`config.mk`:
```
export PLATFORM = sky130hd
export DESIGN_NAME = sd_fifo_sync_flat
export DESIGN_NICKNAME = d
export VERILOG_FILES = /design/src/rtl/sd_fifo_sync_pkg.sv /design/src/rtl/sd_fifo_sync_if.sv /design/src/rtl/sd_fifo_sync_half_reg.sv /design/src/rtl/sd_fifo_sync.sv /design/src/flat_wrapper.sv
export SDC_FILE = /design/constraint.sdc
export NUM_CORES = 1
export LEC_CHECK = 0
export CORE_ASPECT_RATIO = 0.8
export CORE_MARGIN = 2
export CORE_UTILIZATION = 45
export CTS_BUF_LIST = sky130_fd_sc_hd__clkbuf_8
export DETAILED_ROUTE_END_ITERATION = 7
export GPL_ROUTABILITY_DRIVEN = 0
export GPL_TIMING_DRIVEN = 0
export PLACE_DENSITY = 0.7
export SKIP_LAST_GASP = 1
export SLEW_MARGIN = 20
export SYNTH_ARGS = -nofsm -noshare
export SYNTH_HDL_FRONTEND = slang
export SYNTH_HIERARCHICAL = 1
export SYNTH_SLANG_ARGS = --single-unit
```
`constraint.sdc`:
```
create_clock -name clk -period 4.4 [get_ports clk]
set_clock_uncertainty 0.05 [all_clocks]
set_input_delay 1.1 -clock clk [delete_from_list [all_inputs] [get_ports clk]]
set_output_delay 1.1 -clock clk [all_outputs]
set_load 0.02 [all_outputs]
```
`src/rtl/sd_fifo_sync_pkg.sv`:
```
// sd_fifo_sync_pkg: shared constants and sizing helper for the sd FIFO slice
package sd_fifo_sync_pkg;
    localparam int SD_WIDTH = 8;
    localparam int SD_DEPTH = 4;
    function automatic int clog2(input int v);
        int r;
        r = 0;
        for (int i = 0; i < 31; i++)
            if ((1 << i) < v) r = i + 1;
        return r;
    endfunction
endpackage

```
`src/rtl/sd_fifo_sync_if.sv`:
```
// sd_fifo_sync_if: srdy/drdy write (c_*) and read (p_*) ports of the FIFO
interface sd_fifo_sync_if import sd_fifo_sync_pkg::*; #(parameter int width = SD_WIDTH);
    logic             c_srdy, c_drdy, p_srdy, p_drdy;
    logic [width-1:0] c_data, p_data;
    modport master (output c_srdy, c_data, p_drdy, input c_drdy, p_srdy, p_data);
    modport slave  (input c_srdy, c_data, p_drdy, output c_drdy, p_srdy, p_data);
endinterface

```
`src/rtl/sd_fifo_sync_half_reg.sv`:
```
// sd_half_reg: one-entry half buffer that registers p_* outputs
module sd_half_reg #(parameter int width = 8) (
    input  logic             clk,
    input  logic             reset,
    input  logic             c_srdy,
    output logic             c_drdy,
    input  logic [width-1:0] c_data,
    output logic             p_srdy,
    input  logic             p_drdy,
    output logic [width-1:0] p_data
);
    logic valid;
    assign c_drdy = !valid;
    assign p_srdy = valid;
    // loads only while empty, so at most one word per two cycles
    always_ff @(posedge clk) begin
        if (reset) begin
            valid  <= 1'b0;
            p_data <= '0;
        end else if (c_srdy && !valid) begin
            valid  <= 1'b1;
            p_data <= c_data;
        end else if (valid && p_drdy) begin
            valid  <= 1'b0;
        end
    end
endmodule

```
`src/rtl/sd_fifo_sync.sv`:
```
// sd_fifo_sync: single-clock srdy/drdy FIFO with optional registered output
module sd_fifo_sync import sd_fifo_sync_pkg::*; #(
    parameter int width = SD_WIDTH,
    parameter int depth = SD_DEPTH,
    parameter int oreg  = 0
) (
    input logic            clk,
    input logic            reset,
    sd_fifo_sync_if.slave  io
);
    localparam int aw = clog2(depth);
    logic [aw:0]      wr_ptr, rd_ptr;
    logic [width-1:0] mem [depth];
    logic             full, empty, core_srdy, core_drdy;
    logic [width-1:0] core_data;
    assign empty     = wr_ptr == rd_ptr;
    assign full      = (wr_ptr[aw-1:0] == rd_ptr[aw-1:0]) && (wr_ptr[aw] != rd_ptr[aw]);
    assign io.c_drdy = !full;
    assign core_srdy = !empty;
    assign core_data = mem[rd_ptr[aw-1:0]];
    always_ff @(posedge clk) begin
        if (reset) begin
            wr_ptr <= '0;
            rd_ptr <= '0;
        end else begin
            if (io.c_srdy && !full) wr_ptr <= wr_ptr + 1'b1;
            if (core_srdy && core_drdy) rd_ptr <= rd_ptr + 1'b1;
        end
    end
    always_ff @(posedge clk)
        if (io.c_srdy && !full) mem[wr_ptr[aw-1:0]] <= io.c_data;
    generate
        if (oreg != 0) begin : g_oreg
            sd_half_reg #(.width(width)) u_half (
                .clk(clk), .reset(reset),
                .c_srdy(core_srdy), .c_drdy(core_drdy), .c_data(core_data),
                .p_srdy(io.p_srdy), .p_drdy(io.p_drdy), .p_data(io.p_data)
            );
        end else begin : g_direct
            assign io.p_srdy = core_srdy;
            assign io.p_data = core_data;
            assign core_drdy = io.p_drdy;
        end
    endgenerate
endmodule

```
`src/flat_wrapper.sv`:
```
// flat-port wrapper written by rule: the top's interface ports become plain ports
module sd_fifo_sync_flat import sd_fifo_sync_pkg::*;
#(
    parameter int width = SD_WIDTH,
    parameter int depth = SD_DEPTH,
    parameter int oreg  = 0
)
  (clk, reset, io_c_srdy, io_c_data, io_p_drdy, io_c_drdy, io_p_srdy, io_p_data);
  sd_fifo_sync_if #(.width(width)) io_i ();
  input logic clk;
  input logic reset;
  input wire logic [$bits(io_i.c_srdy)-1:0] io_c_srdy;
  input wire logic [$bits(io_i.c_data)-1:0] io_c_data;
  input wire logic [$bits(io_i.p_drdy)-1:0] io_p_drdy;
  output wire logic [$bits(io_i.c_drdy)-1:0] io_c_drdy;
  output wire logic [$bits(io_i.p_srdy)-1:0] io_p_srdy;
  output wire logic [$bits(io_i.p_data)-1:0] io_p_data;
  assign io_i.c_srdy = io_c_srdy;
  assign io_i.c_data = io_c_data;
  assign io_i.p_drdy = io_p_drdy;
  assign io_c_drdy = io_i.c_drdy;
  assign io_p_srdy = io_i.p_srdy;
  assign io_p_data = io_i.p_data;
  sd_fifo_sync #(.width(width), .depth(depth), .oreg(oreg)) u_core (.clk(clk), .reset(reset), .io(io_i));
endmodule
```
==> results of run 1 <==
[state kept, by name, summed over array words and instances, names as in the netlist, named ones only]
name           cells
u_core/wr_ptr      3
u_core/mem        32
u_core/rd_ptr      3
[logic make-up after synthesis]
group,Yosys count,share of synthesized area
flip-flops,40,0.6516
AND/OR/NAND/NOR,28,0.09091
AO/OA/AOI/OAI,16,0.06036
buffers and inverters,9,0.02545
multiplexers,8,0.1047
XOR/XNOR,6,0.03055
adder cells (fa/ha/maj),5,0.03636
[cells in the mapped netlist, drive strengths merged]
cell    instances
buf             4
dfxtp           8
and3            1
edfxtp         32
mux4            8
a31oi           3
clkbuf          1
xor2            3
o211ai          2
nor2            1
a21oi           3
a41oi           2
nand3           6
nor2b           2
and2            3
nand2           6
nand4           4
o21ai           4
ha              5
or4             1
inv             4
a211o           2
nor3b           4
xnor2           3
[critical path, delay by kind of cell (launching register included)]
family                 cells  cell delay (ns)
AND/OR/NAND/NOR            2             0.22
XOR/XNOR                   1             0.39
buffers and inverters      1             0.60
flip-flops                 1             0.50
[final timing paths]
path                            depth (start not counted)  slack, ns               end
worst min register to register                          2       0.50  u_core/rd_ptr[2]
worst min-delay path                                    2       0.50  u_core/rd_ptr[2]
worst max-delay path                                    4       1.26         io_c_drdy
worst max register to register                          3       2.16  u_core/mem[3][2]
[placed cells by master, fill, tap and decap left out, types with 4 or more instances in the layout]
cell             count
mux4_2               8
o21ai_0              4
edfxtp_1            32
inv_1                4
nand2_1              6
clkdlybuf4s50_1     20
ha_1                 5
nor3b_1              4
nand4_1              4
dfxtp_1              8
nand3_1              6
clkbuf_8             6
[routing by layer]
| metal | vias to the layer above | global-route usage |
|---|---|---|
| met5 | - | 0 |
| met1 | 497 | 0.2000 |
| li1 | 492 | - |
| met2 | 35 | 0.2548 |
| met4 | 0 | 0.05556 |
| met3 | 5 | 0.05782 |
[through the flow]
stage / cells / setup slack [ns]
floorplan: 112 / 2.133
global placement: 176 / 1.361
detailed placement: 176 / 1.319
CTS: 184 / 1.239
global route: 184 / 1.090
finish: 184 / 1.256
[final cells by class]
cell class              instances  area, µm²
plain buffers                   5      28.78
well taps                      44      55.05
repair buffers                 20      200.2
multi-input cells              63      555.5
clock inverters                 2      38.79
flip-flops and latches         40       1121
inverters                       4      15.01
clock buffers                   6      82.58
fillers                       293       1632
[power by group]
part / leakage, nW / internal, mW / switching, mW
clock network: 0.0614 / 0.185 / 0.128
registers: 0.359 / 0.482 / 0.0355
logic: 0.290 / 0.227 / 0.266
==> results.py, run 1 <==
metrics = {
    "finish": {
        "fin_area_mm2": 0.002097,
        "area_growth_pct": 21.89,
        "diodes": 0,
        "drive_gt1_frac": 0.1357,
        "layout.nets": 156,
        "fin_util": 0.5624,
    },
    "critical_path": {
        "cp.required_ns": 3.25,
        "r2r-start": "u_core/wr_ptr[0]",
        "end_kind": "output pin",
        "arrival_ns": 1.99,
        "slowest_delay_ns": 0.60,
        "crit_chain": "xor2_1, nor2_1, nand2_1, clkdlybuf4s50_1",
        "crit_path_start_kind": "flip-flop",
        "slowest_stage": "clkdlybuf4s50_1",
        "crit_fanout": 8,
        "worstSetupPathType": "flip-flop to output pin",
        "cp-startpoint": "u_core/wr_ptr[0]",
    },
    "synthesis": {
        "synth_area_mm2": 0.001720,
        "synthDominantCellAreaShare": 0.5585,
        "syn_inst": 112,
        "ys_seq_area_frac": 0.6516,
        "synth.distinct_cells": 26,
        "synth_area_per_cell_um2": 15.36,
        "yosys_warnings": 6,
        "syn-num-nets": 129,
        "synth_area_leader_cell": "edfxtp_1",
        "ys_top_cells_by_area": "edfxtp_1, mux4_2, dfxtp_1, ha_1, nand3_1",
        "ys_ff_latch": 40,
    },
    "global_routing": {
        "grt_usage": 0.1588,
        "grt_overflow": 0,
        "antenna_found_initial": 0,
        "grt_pass1_wl_um": 4871,
        "grt_start_max_net_pins": 14,
        "grt_pass1_vias": 981,
    },
    "timing": {
        "finalSetupTns_ns": 0,
        "timing.final.crit_share": 0.7146,
        "max_freq_mhz": 318.1,
        "min_period_ns": 3.144,
        "rsz0062_at_grt": "no",
        "worst_pin_slew_ns": 0.9922,
        "hold_viol_final": 0,
        "final_max_slew_viol_count": 0,
        "fin_hold_ws_ns": 0.5009,
        "setup-violations-final": 0,
        "relSlewSlack": 0.3385,
    },
    "floorplan": {
        "die_x_um": 73.13,
        "dieArea_mm2": 0.004337,
        "pin_count": 22,
        "die_h_um": 59.31,
        "initial_core_util": 0.4614,
        "core_area_mm2": 0.003729,
        "row_count": 20,
    },
    "cts": {
        "clk_pin_slew_ns": 0.08,
        "cts_tree": "built",
        "cts_hold_buffers": 0,
        "cts_buffers": 5,
        "post_cts_buffers": 0,
        "cts_sinks": 40,
        "clock_latency_ns": 0.29,
        "cts_root_buf": "clkbuf_8",
        "htreeDepth": 2,
        "cts_resized": 0,
        "clk_path_buf_depth": 2,
    },
    "worst_hold_path": {
        "hp-start": "u_core/rd_ptr[2]",
        "hp-class": "flip-flop to flip-flop",
    },
    "place": {
        "numPortBuffers": 20,
        "place_hpwl_um": 2087,
        "placed_area_mm2": 0.001976,
    },
    "status": {
        "status": "completed",
    },
    "pwr": {
        "power.total_mw": 1.324,
        "ir_worst_vdd_mv": 0.2829,
        "power_leakage_nw": 0.7108,
        "power_density_mw_per_mm2": 631.4,
    },
    "routing": {
        "routed_wirelength_um": 3043,
        "post-route-drc-count": 0,
        "antenna_left": 0,
        "vias": 1029,
        "wl_met3_um": 172,
        "wl_met1_um": 1256,
        "viasPerCell": 5.592,
        "dr.pass1.iters": 5,
        "drt_iter0_markers": 87,
        "highest_layer": "met4",
        "post_drt_wl_per_cell_um": 16.54,
        "wl_met2_um": 1576,
    },
    "run": {
        "drv_cap": 0,
    },
}
Note: power is estimated with default switching activity, not from simulation.
==> run 2: changes to the inputs <==
==> constraint.sdc (replaced) <==
create_clock -name clk -period 3.25 [get_ports clk]
set_clock_uncertainty 0.05 [all_clocks]
set_input_delay 0.8125 -clock clk [delete_from_list [all_inputs] [get_ports clk]]
set_output_delay 0.8125 -clock clk [all_outputs]
set_load 0.02 [all_outputs]
==> results of run 2 <==
Same layout as run 1 (identical final DEF). Status: completed.
Among the figures that moved: setup slack after placement 1.319 ns -> 0.4560 ns; setup slack after layout 1.256 ns -> 0.3934 ns; register-to-register setup slack 2.16 ns -> 1.01 ns; total power 1.324 mW -> 1.792 mW; worst IR drop on VDD 0.2829 mV -> 0.3830 mV
==> run 3: changes to the inputs <==
--- a/config.mk
+++ b/config.mk
@@ -7,12 +7,12 @@
 export LEC_CHECK = 0
 export CORE_ASPECT_RATIO = 0.8
 export CORE_MARGIN = 2
-export CORE_UTILIZATION = 45
+export CORE_UTILIZATION = 30
 export CTS_BUF_LIST = sky130_fd_sc_hd__clkbuf_8
 export DETAILED_ROUTE_END_ITERATION = 7
 export GPL_ROUTABILITY_DRIVEN = 0
 export GPL_TIMING_DRIVEN = 0
-export PLACE_DENSITY = 0.7
+export PLACE_DENSITY = 0.52
 export SKIP_LAST_GASP = 1
 export SLEW_MARGIN = 20
 export SYNTH_ARGS = -nofsm -noshare
==> run 3 against run 2 <==
  * Non-clock buffer count unchanged
  * First-iteration DRC count down 40%
  * Register-to-register slack worse by 0.16 ns
  * Flip-flop and latch count unchanged
  * Sequential power about the same
  * Final area up 1.6%
  * Via count up 0.68%
  * Critical path depth unchanged
  * Hold slack worse by 0.0041 ns
  * Critical path type unchanged
==> results.py, run 3 (synthesized netlist as in run 1, its figures left out) <==
metrics = {
    "status": {
        "status": "completed",
    },
    "cts": {
        "cts_hold_buffers": 0,
        "clk_path_buf_depth": 2,
        "post_cts_buffers": 0,
        "clock_latency_ns": 0.30,
        "cts_resized": 0,
        "clk_pin_slew_ns": 0.08,
        "cts_root_buf": "clkbuf_8",
        "cts_tree": "built",
        "htreeDepth": 2,
        "cts_buffers": 5,
        "cts_sinks": 40,
    },
    "floorplan": {
        "dieArea_mm2": 0.006360,
        "initial_core_util": 0.3131,
        "core_area_mm2": 0.005495,
        "die_x_um": 88.67,
        "pin_count": 22,
        "die_h_um": 71.74,
        "row_count": 24,
    },
    "place": {
        "place_ws_ns": 0.3988,
        "numPortBuffers": 20,
        "place_hpwl_um": 2260,
    },
    "timing": {
        "fin_hold_ws_ns": 0.4968,
        "setup_ws_ns": 0.2942,
        "setup-violations-final": 0,
        "worst_pin_slew_ns": 1.084,
        "hold_viol_final": 0,
        "relSlewSlack": 0.2771,
        "timing.final.crit_share": 0.9095,
        "finalSetupTns_ns": 0,
        "final_max_slew_viol_count": 0,
        "rsz0062_at_grt": "no",
        "min_period_ns": 2.956,
        "max_freq_mhz": 338.3,
    },
    "routing": {
        "routed_wirelength_um": 3299,
        "antenna_left": 0,
        "dr.pass1.iters": 4,
        "viasPerCell": 4.752,
        "post-route-drc-count": 0,
        "drt_iter0_markers": 52,
        "vias": 1036,
        "post_drt_wl_per_cell_um": 15.13,
    },
    "global_routing": {
        "antenna_found_initial": 0,
        "grt_start_max_net_pins": 14,
        "grt_overflow": 0,
        "grt_usage": 0.1147,
        "grt_pass1_vias": 1052,
        "grt_pass1_wl_um": 5195,
    },
    "critical_path": {
        "end_kind": "output pin",
        "cp.required_ns": 2.39,
        "worstSetupPathType": "flip-flop to output pin",
        "arrival_ns": 2.09,
        "crit_fanout": 8,
        "crit_path_start_kind": "flip-flop",
    },
    "pwr": {
        "power_leakage_nw": 0.7051,
        "ir_worst_vdd_mv": 0.2149,
        "power_density_mw_per_mm2": 834.7,
        "power.total_mw": 1.777,
    },
    "finish": {
        "layout.nets": 156,
        "diodes": 0,
        "mostFrequentLayoutCells": "edfxtp_1, clkdlybuf4s50_1, mux4_2, dfxtp_1",
        "fin_util": 0.3875,
        "final_common_cell": "edfxtp_1",
        "drive_gt1_frac": 0.1286,
        "largest_reg_flops": 32,
        "area_growth_pct": 23.78,
    },
    "run": {
        "drv_cap": 0,
    },
    "worst_hold_path": {
        "hp-class": "flip-flop to flip-flop",
    },
}
run 3: worst paths after layout:
path                            cells past startpoint  slack (ns)          endpoint             start
worst max-delay path                                4        0.29         io_p_srdy  u_core/wr_ptr[0]
worst min register to register                      2        0.50  u_core/wr_ptr[2]  u_core/wr_ptr[2]
worst min-delay path                                2        0.50  u_core/wr_ptr[2]  u_core/wr_ptr[2]
worst max register to register                      3        0.85  u_core/mem[3][0]  u_core/wr_ptr[0]
run 3: worst max-delay path, cell delays in order (launching register included):
cell and delay (ns):
dfxtp_1 0.51, xor2_1 0.45, nor2_1 0.15, nand2_1 0.09, clkdlybuf4s50_1 0.60
run 3: layout make-up:
cell class / count / area (µm²)
plain buffers: 5 / 28.78
clock buffers: 5 / 68.82
clock inverters: 3 / 42.54
fillers: 516 / 3366
inverters: 4 / 15.01
multi-input cells: 63 / 555.5
flip-flops and latches: 40 / 1121
well taps: 78 / 97.59
repair buffers: 20 / 200.2
run 3: power breakdown:
| group | total (mW) | switching (mW) | leakage (nW) | internal, mW |
|---|---|---|---|---|
| Sequential | 0.700 | 0.0470 | 0.359 | 0.653 |
| Combinational | 0.677 | 0.369 | 0.290 | 0.308 |
| Clock | 0.401 | 0.174 | 0.0558 | 0.227 |
| Total | 1.78 | 0.590 | 0.705 | 1.19 |
run 3: through the flow:
stage               cells  instance area, µm²
floorplan             112                1720
global placement      210                2018
detailed placement    210                2018
CTS                   218                2130
global route          218                2130
finish                218                2130
run 3: metal layers:
metal  vias up  GRT usage  share of wire
li1        493          -              -
met2        25     0.1816           0.50
met5         -          0              0
met1       512     0.1385           0.43
met4         0    0.06397          0.022
met3         6    0.03571          0.048
